**config.mk**
```make
export PLATFORM = sky130hd
export DESIGN_NAME = onehot_encoder_16_4
export DESIGN_NICKNAME = d
export VERILOG_FILES = /design/src/rtl/onehot_encoder_16_4.sv
export SDC_FILE = /design/constraint.sdc
export NUM_CORES = 1
export LEC_CHECK = 0
export ABC_AREA = 1
export CORE_AREA = 2 2 39 41
export CTS_CLUSTER_DIAMETER = 200
export DETAILED_ROUTE_END_ITERATION = 10
export DIE_AREA = 0 0 41 43
export PLACE_DENSITY = 0.63
export SKIP_CTS_REPAIR_TIMING = 1
export SLEW_MARGIN = 25
export SYNTH_ARGS = -nofsm -noshare
export SYNTH_HDL_FRONTEND = slang
export SYNTH_SLANG_ARGS = --single-unit
export TNS_END_PERCENT = 5
```
**constraint.sdc**
```tcl
create_clock -name clk -period 1.25 [get_ports clk]
set_clock_uncertainty 0.1 [all_clocks]
set_input_delay 0.25 -clock clk [delete_from_list [all_inputs] [get_ports clk]]
set_output_delay 0.25 -clock clk [all_outputs]
set_load 0.05 [all_outputs]
```
**src/rtl/onehot_encoder_16_4.sv**
```systemverilog
// onehot_encoder_16_4: registered 16-to-4 one-hot (or one-cold) priority encoder with valid/ready handshake
//   clk       rising-edge clock for all state
//   rst       synchronous active-high reset
//   enc_in    16-bit line vector, asserted low when IN_ACTIVE_LOW=1, high otherwise
//   in_valid  enc_in is valid this cycle
//   in_ready  block accepts enc_in this cycle
//   enc_out   binary index of the lowest asserted line
//   enc_err   fault flag: zero-hot, plus multi-hot when ONEHOT_CHECK_EN is defined
//   out_valid enc_out/enc_err hold a result
//   out_ready consumer accepts the result this cycle
//   Macro ONEHOT_CHECK_EN enables multi-hot detection.
module onehot_encoder_16_4 #(
    parameter bit IN_ACTIVE_LOW = 1'b1
) (
    input  logic        clk,
    input  logic        rst,
    input  logic [15:0] enc_in,
    input  logic        in_valid,
    output logic        in_ready,
    output logic [3:0]  enc_out,
    output logic        enc_err,
    output logic        out_valid,
    input  logic        out_ready
);
    typedef enum logic {EMPTY, FULL} state_t;
    state_t      state, state_nxt;
    logic [15:0] asserted;
    logic [3:0]  code_nxt;
    logic        err_nxt;
    logic        zero_hot;
    logic        accept;
    assign asserted = enc_in ^ {16{IN_ACTIVE_LOW}};
    assign zero_hot = ~|asserted;
    // Scanning from the top down lets the lowest asserted index win.
    always_comb begin
        code_nxt = 4'h0;
        for (int i = 15; i >= 0; i--)
            if (asserted[i]) code_nxt = 4'(i);
    end
`ifdef ONEHOT_CHECK_EN
    logic multi_hot;
    // Clearing the lowest set bit leaves something only when two or more lines are asserted.
    assign multi_hot = |(asserted & (asserted - 16'd1));
    assign err_nxt   = zero_hot | multi_hot;
`else
    assign err_nxt   = zero_hot;
`endif
    assign in_ready  = rst | (state == EMPTY) | out_ready;
    assign accept    = in_valid & in_ready;
    assign out_valid = (state == FULL);
    always_comb begin
        state_nxt = state;
        if (state == EMPTY)
            state_nxt = accept ? FULL : EMPTY;
        else
            state_nxt = (out_ready && !accept) ? EMPTY : FULL;
    end
    always_ff @(posedge clk) begin
        if (rst) begin
            state   <= EMPTY;
            enc_out <= 4'h0;
            enc_err <= 1'b0;
        end else begin
            state <= state_nxt;
            if (accept) begin
                enc_out <= code_nxt;
                enc_err <= err_nxt;
            end
        end
    end
endmodule

```
# Word level (Yosys, flattened, before mapping)
# Index checks and enable logic that the tools add are counted.
[classes]
mux = 19
n_bitwise = 5
reduce_logical = 4
[ops]
columns = ["operator", "count"]
rows = [
  ["$mux 4", 16],
  ["$not 16->16", 1],
  ["$reduce_or 16->1", 1],
  ["$mux 1", 3],
  ["$logic_not 1->1", 2],
  ["$or 1x1->1", 2],
  ["$and 1x1->1", 1],
  ["$logic_and 1x1->1", 1],
  ["$not 1->1", 1],
]
[totals]
regBits = 6
in_bits = 20
out_inout_bits = 7
elab_cells = 31

# Depth between registers and ports, before layout
[logic_depth]
ltp_word = 17
ltp_mapped = 17

# Worst setup path after synthesis
# OpenSTA, ideal clock, no wires.
[synth_timing]
kind = "reg2reg"
start = "reg state (netlist: out_valid)"
end = "reg enc_out[1]"
setup_time_ns = 0.120
t_arrival_ns = 1.720
required_ns = 1.030
path_slack_ns = -0.690
stages_incl_launch_ff = 6
n_path_buf = 0
synth_period_minus_slack_ns = 1.940
path_cell_list = "dfxtp_1 > nand3b_1 > nand2_2 > inv_1 > o21ai_0 > a21oi_1"
[synth_between]
elab_chain_len = 4
[synth_rtl]
columns = ["item", "line_no", "text"]
rows = [
  ["start: declaration", "26", "state_t state, state_nxt;"],
  ["start signal: assignment", "64", "state <= state_nxt;"],
  ["$not 1->1", "--", ""],
  ["$or 1x1->1 (2 in series)", "48", "assign in_ready = rst | (state == EMPTY) | out_ready;"],
  ["named net in_ready", "19", "output logic in_ready,"],
  ["$and 1x1->1", "49", "assign accept = in_valid & in_ready;"],
  ["end signal: assignment", "66", "enc_out <= code_nxt;"],
  ["end: declaration", "20", "output logic [3:0] enc_out,"],
]
# The timed path passes the listed nets, and every way through them passes these cells.
# A chain may end at the register's enable or synchronous reset.

# Worst setup path after layout
[layout_timing]
start = "reg state (netlist: out_valid)"
end = "out in_ready"
[layout_between]
elab_chain_len = 3
[layout_rtl]
columns = ["item", "line_no"]
rows = [
  ["$not 1->1", "--"],
  ["$or 1x1->1 (2 in series)", "48"],
  ["end: declaration", "19"],
]
# Every way passes these cells.

==> impl_metrics.tcl <==
set metrics [dict create \
    cts_tree "yes" \
    grt_remaining_overflow 0 \
    hpwlAfterDp_um 923 \
    slowest_stage "dfxtp_4" \
    whs_path_depth 3 \
    holdPathEnd "enc_out[0]" \
    ios 27 \
    syn_to_final_growth_pct 137 \
    fin_util_pct 62.7 \
    grt_max_degree 5 \
    drive_gt1_share_pct 31.7 \
    drt_iter0_markers 7 \
    p_leak_nw 0.457 \
    critPathMaxFanout 2 \
    io_buffers 26 \
    synth_top_area_share_pct 32.9 \
    seqCellArea_um2 124 \
    start_util_pct 26.4 \
    ys_types 14 \
    core-area_um2 1380 \
    fp.dieW_um 41 \
    clkLatencyLatePin_ns 0.25 \
    nets 125 \
    syn_area_per_cell_um2 5.89 \
    irDropWorstVdd_mv 0.425 \
    layout_commonest_cell "nand2_1" \
    rows 14 \
    max_freq_mhz 757 \
    clock-sinks 6 \
    cts_buffers 3 \
    fp.dieArea_um2 1760 \
    synth_seq_cells 6 \
    gp_congestion 0.652 \
    synthXorXnorAreaFrac_pct 0 \
    rr_worst_depth 6 \
    synth_adder_area_share_pct 0 \
    tns_ns -0.0716 \
    antenna_found_initial 0 \
    rsz0062_at_grt "true" \
    period_minus_slack_ns 1.32 \
    rrSetupSlack_ns 0.06 \
    crit_start "out_valid" \
    cp-end-kind "primary output" \
    cts_max_path_buffers 2 \
    path_delay_family "flip-flops" \
    switching_share_pct 28.6 \
    routed_wl_um 1100 \
    drt-pass1-iter-count 2 \
    wire_per_inst_um 9.17 \
    fp.dieH_um 43 \
    synth_area_leaders "dfxtp_1 (33%), nand2_1 (29%), nor2_1 (6.2%), a21oi_1 (5.5%), inv_1 (5.1%)" \
    cellPowerDensity_nw_per_um2 722 \
    synth_warnings 0 \
    critical_path_class "flip-flop to primary output" \
    grt_use_total_pct 16.0 \
    startpoint_type "flip-flop" \
    diodes 0 \
    synthSimpleGateAreaFrac_pct 44.9 \
    hold_viol 0 \
    relSlewSlack_pct 90.9 \
    vias 525 \
    synth_compound_area_share_pct 17.1 \
    synth_top_cell_by_area "dfxtp_1" \
    reg2reg_to "enc_err" \
    comb_power_share_pct 35.3 \
    synth_nets 82 \
    setup_ws_ns -0.0707 \
    rr_startpoint "out_valid" \
    cp.arrival_ns 0.97 \
    htree_levels 1 \
    layout_worst_path_cycle_share_pct 106 \
    yosysSeqAreaShare_pct 32.9 \
    worstPathBufferInverterCount 2 \
    setup_viol 2 \
    synth_mux_area_share_pct 0 \
    grt_first_pass_wirelength_um 1870 \
    dp_slack_ns -0.517 \
    syn_inst 62 \
    power_frac_clock_pct 31.6 \
    status "finished with violations" \
    via_per_inst 4.38 \
    slowest_delay_ns 0.34 \
    multi_input_area_um2 238 \
    cts-root-buf "clkbuf_4" \
    path_cells "nand3b_1 > buf_6 > buf_12" \
    fillCellCount 126 \
    intPower_uw 447 \
    failed_checks "setup timing" \
    synth_top_family_by_area "simple AND/OR/NAND/NOR gates" \
    switching_power_uw 179 \
    max-cap-violations 0 \
    drc 0 \
    max_slew.worst_pin.slew_ns 0.135 \
    cts.reportedPaths.clkPinSlew_ns 0.05 \
    required_ns 0.90 \
    hold_start "rst" \
    pwr-share-seq_pct 33.1 \
    most-common-layout-cells "nand2_1 (27), buf_4 (11), clkdlybuf4s50_1 (9)" \
    min_path_type "input pin to flip-flop" \
    slew_viol_final 0 \
    syn-cell-area_um2 365 \
    antenna_left 0 \
    grt_pass1_vias 483 \
]
==> per-stage QoR <==
step | hold WS [ns] | instances | total power [mW] | area (um^2)
2_1_floorplan | 0.212 | 62 | 0.285 | 369
3_3_place_gp | 0.394 | 114 | 0.427 | 795
3_5_place_dp | 0.398 | 114 | 0.430 | 795
4_1_cts | 0.404 | 118 | 0.628 | 821
5_1_grt | 0.244 | 120 | 0.667 | 867
6_report | 0.230 | 120 | 0.626 | 867
==> sequential cells by signal (all words and copies together) (netlist names) <==
name,cells
out_valid,1
enc_out,4
enc_err,1
==> worst reg2reg max path: stages (launching register included) <==
cell      delay [ns]
dfxtp_4         0.34
nand3b_1        0.10
buf_4           0.16
nand2_2         0.10
buf_4           0.13
nand2_1         0.06
a21oi_2         0.13
==> kinds of logic (layout without fill, tap and decap cells) <==
family / after synthesis / after routing
simple gates: 40 / 40
buf+inv: 5 / 47
flops: 6 / 6
compound gates: 11 / 11
==> synth_stat cells (all sizes together) <==
cell,number
nand3,2
o21ai,4
nand4,2
nand2,29
dfxtp,6
nand3b,1
o21bai,1
a31oi,1
inv,5
a21oi,5
nor2,6
==> cell type report <==
| type | instances | share of cell area (%) |
|---|---|---|
| clock buffer | 4 | 3.03 |
| inverter | 5 | 2.16 |
| multi-input combinational | 51 | 27.4 |
| sequential | 6 | 14.3 |
| tap | 16 | 2.31 |
| timing repair buffer | 38 | 50.8 |
==> worst max-delay path by stage <==
| stage | to | cells past startpoint |
|---|---|---|
| after floorplan | enc_out[1] | 5 |
| after global placement | enc_out[0] | 18 |
| after detailed placement | enc_out[0] | 18 |
| after CTS | in_ready | 5 |
| after global routing | in_ready | 3 |
| final | in_ready | 3 |
==> power by group through the flow <==
stage	combinational [mW]	sequential, mW	clock [mW]
2_1_floorplan	0.0479	0.237	0
3_3_place_gp	0.215	0.213	0
3_5_place_dp	0.217	0.213	0
4_1_cts	0.218	0.209	0.201
5_1_grt	0.241	0.208	0.218
6_report	0.221	0.207	0.198
==> metal layers <==
layer	vias up	global-route usage (%)	wire, um
met5	-	0	0
met4	0	10.0	33
met3	4	6.28	58
met2	17	25.3	572
met1	219	16.5	435
li1	285	-	-
Power figures use the tool's default switching activity.
